--- src/rtl/mult8_seq_ctrl.sv ---
// mult8_seq_ctrl: unsigned 8x8 multiply sequenced over four cycles through one 4x4 array multiplier,
// with valid/ready handshakes on operands and product.
module multiplier_4_x_4 (
  input  logic [3:0] a_i,
  input  logic [3:0] b_i,
  output logic [7:0] p_o
);
  assign p_o = {4'd0, a_i & {4{b_i[0]}}} + {3'd0, a_i & {4{b_i[1]}}, 1'b0}
             + {2'd0, a_i & {4{b_i[2]}}, 2'd0} + {1'b0, a_i & {4{b_i[3]}}, 3'd0};
endmodule

module mult8_seq_ctrl #(
  parameter int CNT_W = 16
) (
  input  logic             clk,
  input  logic             rst_n,
  input  logic             in_valid,
  output logic             in_ready,
  input  logic [7:0]       in_a,
  input  logic [7:0]       in_b,
  input  logic             abort,
  output logic             out_valid,
  input  logic             out_ready,
  output logic [15:0]      out_product,
  output logic             busy,
  output logic [CNT_W-1:0] ops_done
);
  typedef enum logic [1:0] {IDLE, CALC, DONE} state_t;
  state_t           state_q;
  logic [7:0]       a_q, b_q, pp;
  logic [3:0]       ma, mb, sh;
  logic [1:0]       idx_q;
  logic [15:0]      acc_q, acc_d;
  logic [CNT_W-1:0] ops_q, ops_d;
  // idx bit 0 picks the multiplicand nibble, bit 1 the multiplier nibble
  assign ma = idx_q[0] ? a_q[7:4] : a_q[3:0];
  assign mb = idx_q[1] ? b_q[7:4] : b_q[3:0];
  assign sh = idx_q == 2'd0 ? 4'd0 : idx_q == 2'd3 ? 4'd8 : 4'd4;
  multiplier_4_x_4 u_mul (.a_i(ma), .b_i(mb), .p_o(pp));
  assign acc_d = acc_q + ({8'd0, pp} << sh);
  assign ops_d = ops_q + CNT_W'(1);
  always_ff @(posedge clk) begin
    if (!rst_n) begin
      state_q <= IDLE;
      acc_q   <= '0;
      idx_q   <= '0;
      ops_q   <= '0;
      a_q     <= '0;
      b_q     <= '0;
    end else if (abort && state_q != IDLE) begin
      state_q <= IDLE;
      acc_q   <= '0;
      idx_q   <= '0;
    end else begin
      case (state_q)
        IDLE: if (in_valid && !abort) begin
          a_q     <= in_a;
          b_q     <= in_b;
          acc_q   <= '0;
          idx_q   <= '0;
          state_q <= CALC;
        end
        CALC: begin
          acc_q <= acc_d;
          idx_q <= idx_q + 2'd1;
          if (idx_q == 2'd3) state_q <= DONE;
        end
        DONE: if (out_ready) begin
          ops_q   <= ops_d;
          state_q <= IDLE;
        end
        default: state_q <= IDLE;
      endcase
    end
  end
  assign in_ready    = state_q == IDLE;
  assign out_valid   = state_q == DONE;
  assign busy        = state_q != IDLE;
  assign out_product = acc_q;
  assign ops_done    = ops_q;
endmodule

--- config.mk ---
export PLATFORM = sky130hd
export DESIGN_NAME = mult8_seq_ctrl
export DESIGN_NICKNAME = d
export VERILOG_FILES = /design/src/rtl/mult8_seq_ctrl.sv
export SDC_FILE = /design/constraint.sdc
export NUM_CORES = 1
export LEC_CHECK = 0
export BUFFER_PORTS_ARGS = -buffer_cell sky130_fd_sc_hd__buf_2
export CAP_MARGIN = 20
export CORE_MARGIN = 2
export CORE_UTILIZATION = 51
export DETAILED_ROUTE_END_ITERATION = 12
export HOLD_SLACK_MARGIN = 0.03
export MAX_ROUTING_LAYER = met4
export PLACE_DENSITY = 0.79
export RECOVER_POWER = 100
export SETUP_SLACK_MARGIN = 0.2
export SYNTH_ARGS = -nofsm -noshare
export SYNTH_HDL_FRONTEND = slang
export SYNTH_SLANG_ARGS = --single-unit
--- constraint.sdc ---
create_clock -name clk -period 9.4 [get_ports clk]
set_input_delay 0.94 -clock clk [delete_from_list [all_inputs] [get_ports clk]]
set_output_delay 0.94 -clock clk [all_outputs]
set_load 0.005 [all_outputs]
==> impl_metrics.env, run 1 <==
export IMPL_ys_flop_type="dfxtp_1"
export IMPL_cts_buffer_depth=2
export IMPL_synth_nets=478
export IMPL_overflow=0
export IMPL_drt_iter0_markers=194
export IMPL_avgSynthCellArea_um2=8.34
export IMPL_ys_types=56
export IMPL_finalCriticalPeriod_ps=5400
export IMPL_path_cells="mux2i_1, nor2_1, ha_1, fa_1, xnor2_1, fa_1, inv_1, ha_1, fa_1, a21o_1, a21o_1, o211a_1, ha_1, a21o_1, a21boi_0, nor2_1, nor4_1, xor2_1, o21ai_1"
export IMPL_dr_total_vias=3060
export IMPL_r2r_start="idx_q[0]"
export IMPL_min_path_type="flip-flop to flip-flop"
export IMPL_path_clk_slew_ps=110
export IMPL_finalSetupTns_ps=0
export IMPL_antenna_cells=0
export IMPL_tightest_slew_ps=1120
export IMPL_slew_viol_final=0
export IMPL_max_freq_ghz=0.185
export IMPL_critPathKind="flip-flop to flip-flop"
export IMPL_ant_nets=0
export IMPL_cts_htree_levels=2
export IMPL_seqPwrFrac_pct=56.0
export IMPL_initial_core_util_pct=52.5
export IMPL_endpoint_kind="flip-flop"
export IMPL_synth_seq_cells=52
export IMPL_cp_start_kind="flip-flop"
export IMPL_min_delay_start="a_q[0]"
export IMPL_drive_gt1_share_pct=11.5
export IMPL_hold_buffers=0
export IMPL_power_switching_mw=0.113
export IMPL_final_common_cell="nand2_1"
export IMPL_yosys_warnings=0
export IMPL_ir_drop_uv=71.5
export IMPL_cts_root_buf="clkbuf_8"
export IMPL_grt_max_degree=36
export IMPL_cts_buffers=5
export IMPL_clock_sinks=52
export IMPL_grt_pass1_vias=2841
export IMPL_synth_cell_area_um2=3540
export IMPL_cp_max_fo=10
export IMPL_drtPass1Iterations=5
export IMPL_setup_viol=0
export IMPL_max_stage_delay_ps=590
export IMPL_leakage_nw=1.74
export IMPL_worst_slack_ps=4000
export IMPL_numPortBuffers=55
export IMPL_area_growth_syn_to_layout_pct=9.53
export IMPL_die_area_um2=7630
export IMPL_wl_per_cell_um=14.0
export IMPL_synth_edf_count=0
export IMPL_comb_power_share_pct=9.3
export IMPL_swShare_pct=27.6
export IMPL_final_cell_mix="nand2_1, dfxtp_1, buf_2"
export IMPL_fp_coreArea_um2=6760
export IMPL_routed_wl_mm=7.70
export IMPL_slew_headroom_pct=25.5
export IMPL_min_delay_path_depth=2
export IMPL_cts_resized=0
export IMPL_final_nets=520
export IMPL_internal_power_mw=0.295
export IMPL_drc=0
export IMPL_power_density_nw_per_um2=105
export IMPL_required_ps=9610
export IMPL_viasPerCell=5.58
export IMPL_fin_area_um2=3880
export IMPL_syn_inst=425
export IMPL_cts_setup_buffers=0
export IMPL_clk_latency_ps=320
export IMPL_io_pins=56
export IMPL_preCtsSetupSlack_ps=4030
export IMPL_synth_seq_area_share_pct=29.4
export IMPL_row_count=30
export IMPL_die_h_um=87.4
export IMPL_grt_pass1_wl_mm=12.9
export IMPL_rrSetupSlack_ps=4000
export IMPL_gp_congestion=0.975
export IMPL_critPathArrivalTime_ps=5600
export IMPL_die_x_um=87.4
export IMPL_grt_antenna_before_repair=0
export IMPL_async_flop_share_pct=0
export IMPL_hold_viol=0
export IMPL_ff2ff_path_depth=19
export IMPL_postPlaceCellArea_um2=3830
export IMPL_cts_tree="done"
export IMPL_p_clk_share_pct=34.7
export IMPL_cap_viol_max_count=0
export IMPL_crit_path_top_delay_cell="dfxtp_1"
export IMPL_grt_util_all_layers_pct=21.4
export IMPL_rsz0062_at_grt="false"
export IMPL_post_route_period_util_pct=57.4
export IMPL_skew_ps=9.51
export IMPL_dp_hpwl_mm=5.93
export IMPL_status="finished clean"
export IMPL_hold_end="a_q[0]"
export IMPL_r2r_end="out_product[14]"
-- Yosys cell counts, types with 3 or more instances --
cell type	n	share of area, %
nand2_1	60	6.4
dfxtp_1	52	29
nor2_1	30	3.2
ha_1	26	9.2
a21oi_1	22	3.1
and2_1	16	2.8
xnor2_1	16	4.0
clkbuf_1	14	1.5
a21boi_1	13	2.8
nand3_1	13	1.8
inv_1	12	1.3
mux2i_1	12	3.4
nor2b_1	11	1.9
a21o_1	9	1.9
o21ai_0	9	1.3
xor2_1	9	2.2
a21boi_0	8	1.7
nand2b_1	7	1.2
or3_1	7	1.2
fa_1	6	3.4
o21ai_1	6	0.85
a211oi_1	5	1.1
a22o_1	5	1.2
a31oi_1	4	0.71
and3_1	4	0.71
buf_2	4	0.56
mux2_2	4	1.3
nand4_1	4	0.71
o211a_1	3	0.85
o21a_1	3	0.64
-- registers in the layout, summed over array words and instances, names as in the netlist --
register,cells
out_product,16
state_q,2
a_q,8
ops_done,16
idx_q,2
b_q,8
-- worst max-delay path, delay by kind of cell (launching register included) --
kind                     cells  cell delay (ps)
multiplexers                 1              460
buffers and inverters        1               50
XOR/XNOR                     2              340
flip-flops                   1              590
AO/OA/AOI/OAI                6             1190
AND/OR/NAND/NOR              3              490
adder cells (fa/ha/maj)      6             2150
-- how the worst max path moves through the flow --
stage             start              end  slack [ps]
2_1_floorplan  idx_q[0]  out_product[12]        4310
3_3_place_gp   idx_q[0]  out_product[12]        4260
3_5_place_dp   idx_q[0]  out_product[12]        4030
4_1_cts        idx_q[0]  out_product[12]        4010
5_1_grt        idx_q[0]  out_product[14]        3630
6_report       idx_q[0]  out_product[14]        4000
-- stage by stage --
stage / util [%] / instances / hold slack, ps / power, mW
2_1_floorplan: - / 425 / 432 / 0.260
3_3_place_gp: 56.7 / 540 / 445 / 0.270
3_5_place_dp: 56.7 / 540 / 446 / 0.271
4_1_cts: 58.2 / 548 / 461 / 0.411
5_1_grt: 57.5 / 548 / 505 / 0.428
6_report: 57.5 / 548 / 470 / 0.407
-- per-layer routing --
metal	wire length [µm]	global-route usage (%)	up-vias
li1	-	-	1567
met1	3610	27.7	1401
met2	3620	34.6	84
met3	373	3.79	8
met4	95	5.59	0
met5	0	-	-
-- cell families (layout without fill, tap and decap cells) --
logic type	Yosys count	after routing	synth area share, %
adders and majority gates	32	32	12.6
xor gates and xnor gates	25	25	6.18
and+or+nand+nor	166	166	23.4
buffers and inverters	32	75	3.74
AOI/OAI and AO/OA	102	102	20.1
DFF	52	52	29.4
muxes	16	16	4.66
-- layout make-up --
cell class	count	area, µm²
clock buffer	5	68.8
clock inverter	3	33.8
fill	642	2870
inverter	12	45.0
multi-input combinational	341	2340
sequential	52	1040
tap	80	100
timing repair buffer	55	254
-- power by group through the flow --
| stage | clock (mW) | sequential [mW] | combinational (mW) |
|---|---|---|---|
| after floorplan | 0 | 0.232 | 0.0286 |
| after global placement | 0 | 0.233 | 0.0373 |
| after detailed placement | 0 | 0.233 | 0.0381 |
| after CTS | 0.145 | 0.228 | 0.0384 |
| after global routing | 0.157 | 0.229 | 0.0425 |
| final | 0.141 | 0.228 | 0.0379 |
(Power assumes the default switching activity.)
==> inputs of run 2 (changes only) <==
ABC_AREA = 1   (was default)
PLACE_DENSITY = 0.82   (was 0.79)
clock period = 4.79 ns   (was 9.4 ns; I/O delays follow)
==> impl_metrics.env, run 2 <==
export IMPL_status="finished clean"
export IMPL_synth_most_common_cell="nand2_1"
export IMPL_synth_compound_area_share_pct=13.7
export IMPL_post_route_period_util_pct=95.3
export IMPL_rsz0062_at_grt="true"
export IMPL_ys_types=38
export IMPL_fillers=701
export IMPL_ir_drop_uv=117
export IMPL_finish_utilization_pct=58.4
export IMPL_syn_inst=559
export IMPL_synth_seq_area_share_pct=28.1
export IMPL_drtPass1Iterations=5
export IMPL_max_stage_delay_ps=530
export IMPL_die_area_um2=7960
export IMPL_min_path_type="input port to flip-flop"
export IMPL_synthMuxAreaShare_pct=0.541
export IMPL_synth_cell_area_um2=3700
export IMPL_grt_antenna_before_repair=0
export IMPL_ys_flop_type="dfxtp_1"
export IMPL_final_nets=668
export IMPL_cts_root_buf="clkbuf_8"
export IMPL_yosys_area_share_simple_pct=33.8
export IMPL_gp_congestion=0.962
export IMPL_die_x_um=89.2
export IMPL_yosys_warnings=0
export IMPL_cts_buffers=5
export IMPL_cap_viol_max_count=0
export IMPL_async_flop_share_pct=0
export IMPL_drive_gt1_share_pct=15.4
export IMPL_clk_latency_ps=310
export IMPL_worst_path_buf_inv=3
export IMPL_synth_top_family_by_area="simple AND/OR/NAND/NOR gates"
export IMPL_preCtsSetupSlack_ps=56.7
export IMPL_finalSetupTns_ps=0
export IMPL_clock_sinks=52
export IMPL_routed_wl_mm=9.32
export IMPL_hold_buffers=0
export IMPL_numPortBuffers=55
export IMPL_synth_nets=612
export IMPL_skew_ps=2.53
export IMPL_path_cells="mux2i_4, nor2_1, ha_2, fa_2, xnor2_1, fa_1, inv_1, ha_2, fa_1, xor2_1, inv_1, nand2_1, o21ai_0, nor2_1, ha_1, nand2_1, inv_1, a21oi_1, nand2_2, or2_2, nand3_1, a21oi_1"
export IMPL_grt_pass1_wl_mm=14.5
export IMPL_grt_max_degree=25
export IMPL_io_pins=56
export IMPL_drt_iter0_markers=277
export IMPL_netlist_area_leader_share_pct=28.1
export IMPL_cp_common_cell="inv_1"
export IMPL_tightest_slew_ps=1440
export IMPL_ant_nets=0
export IMPL_hold_viol=0
export IMPL_synthAdderAreaFrac_pct=12.0
export IMPL_cts_htree_levels=2
export IMPL_viasPerCell=5.25
export IMPL_ff2ff_path_depth=22
export IMPL_synthTopCellsByArea="dfxtp_1, nand2_1, ha_1, nor2_1, a21oi_1"
export IMPL_slew_headroom_pct=3.35
export IMPL_worst_slack_ps=223
export IMPL_dr_wl_met3_um=544
export IMPL_fp_coreArea_um2=7140
export IMPL_overflow=0
export IMPL_die_h_um=89.2
export IMPL_required_ps=4980
export IMPL_cp_start_kind="flip-flop"
export IMPL_final_common_cell="nand2_1"
export IMPL_postPlaceCellArea_um2=4040
export IMPL_critical_path_top_delay_family="adder cells"
export IMPL_hold_worst_slack_ps=413
export IMPL_wl_met2_mm=4.57
export IMPL_crit_path_top_delay_cell="fa_1"
export IMPL_avgSynthCellArea_um2=6.63
export IMPL_critPathArrivalTime_ps=4760
export IMPL_path_depth=22
export IMPL_path_clk_slew_ps=100
export IMPL_synth_xor_area_share_pct=2.36
export IMPL_leakage_nw=2.05
export IMPL_antenna_cells=0
export IMPL_final_cell_mix="nand2_1, nor2_1, inv_1"
export IMPL_initial_core_util_pct=51.9
export IMPL_area_growth_syn_to_layout_pct=12.5
export IMPL_endpoint_kind="flip-flop"
export IMPL_cp_max_fo=6
export IMPL_setup_viol=0
export IMPL_dr_total_vias=3756
export IMPL_finalCriticalPeriod_ps=4570
export IMPL_wl_met1_mm=4.04
export IMPL_slew_viol_final=0
export IMPL_fin_area_um2=4170
export IMPL_synth_area_leader_cell="dfxtp_1"
export IMPL_synth_seq_cells=52
export IMPL_cts_buffer_depth=2
export IMPL_dp_hpwl_mm=6.73
export IMPL_wl_per_cell_um=13.0
export IMPL_power_density_nw_per_um2=211
export IMPL_max_freq_ghz=0.219
export IMPL_min_delay_path_depth=3
export IMPL_row_count=31
export IMPL_drc=0
export IMPL_critPathKind="flip-flop to flip-flop"
export IMPL_grt_pass1_vias=3320
export IMPL_dr_max_layer_used="met4"
export IMPL_grt_util_all_layers_pct=23.6
export IMPL_cts_tree="done"
export IMPL_synth_common_cells="nand2_1, nor2_1, inv_1"
export IMPL_synth_edf_count=0
run 2: cells by family (layout without fill, tap and decap cells):
kind of cell               Yosys count  in the layout
AOI/OAI and AO/OA                   97             97
xor gates and xnor gates            10             10
adders and majority gates           32             32
buffers and inverters               87            144
DFF                                 52             52
muxes                                2              2
and+or+nand+nor                    279            279
run 2: cell type report:
class,count,area (µm²),area share [%]
Clock inverter,2,17.5,0.420
Sequential cell,52,1050,25.2
Multi-Input combinational cell,420,2320,55.6
Clock buffer,6,72.6,1.74
Inverter,75,282,6.76
Timing Repair Buffer,61,304,7.30
Tap cell,99,124,2.97
run 2: worst reg2reg max path, delay by kind of cell (launching register included):
family,cells,cell delay (ps)
mux,1,290
flops,1,430
simple gates,7,850
xor+xnor,2,330
compound gates,3,340
buf+inv,3,190
fa+ha+maj,6,2020
run 2: power by group:
part	switching [mW]	leakage, nW	internal [mW]
clock network	0.165	0.0462	0.108
registers	0.0112	0.424	0.445
logic	0.0964	1.58	0.0528
total	0.272	2.05	0.605
run 2: worst paths after layout:
| kind | end | from | slack (ps) |
|---|---|---|---|
| setup / recovery | out_product[7] | idx_q[1] | 220 |
| hold / removal | a_q[3] | in_a[3] | 410 |
| setup reg to reg | out_product[7] | idx_q[1] | 220 |
| hold reg to reg | a_q[5] | a_q[5] | 470 |
run 2: layer usage:
layer / GRT usage (%) / vias to the layer above
li1: - / 1912
met1: 30.1 / 1697
met2: 39.0 / 130
met3: 2.77 / 17
met4: 7.73 / 0
met5: - / -
run 2: metrics by stage:
| step | power (mW) | std cells |
|---|---|---|
| after detailed placement | 0.599 | 701 |
| after CTS | 0.866 | 709 |
| after floorplan | 0.563 | 559 |
| after global placement | 0.594 | 701 |
| final | 0.877 | 715 |
| after global routing | 0.919 | 715 |
run 2: what timing repair did:
| action | in CTS | in global routing |
|---|---|---|
| hold endpoints to repair | 0 | 0 |
| pin swaps | 0 | 18 |
| gates resized for setup | 9 | 28 |
| setup endpoints to repair | 8 | 11 |
| setup buffers | 0 | 6 |
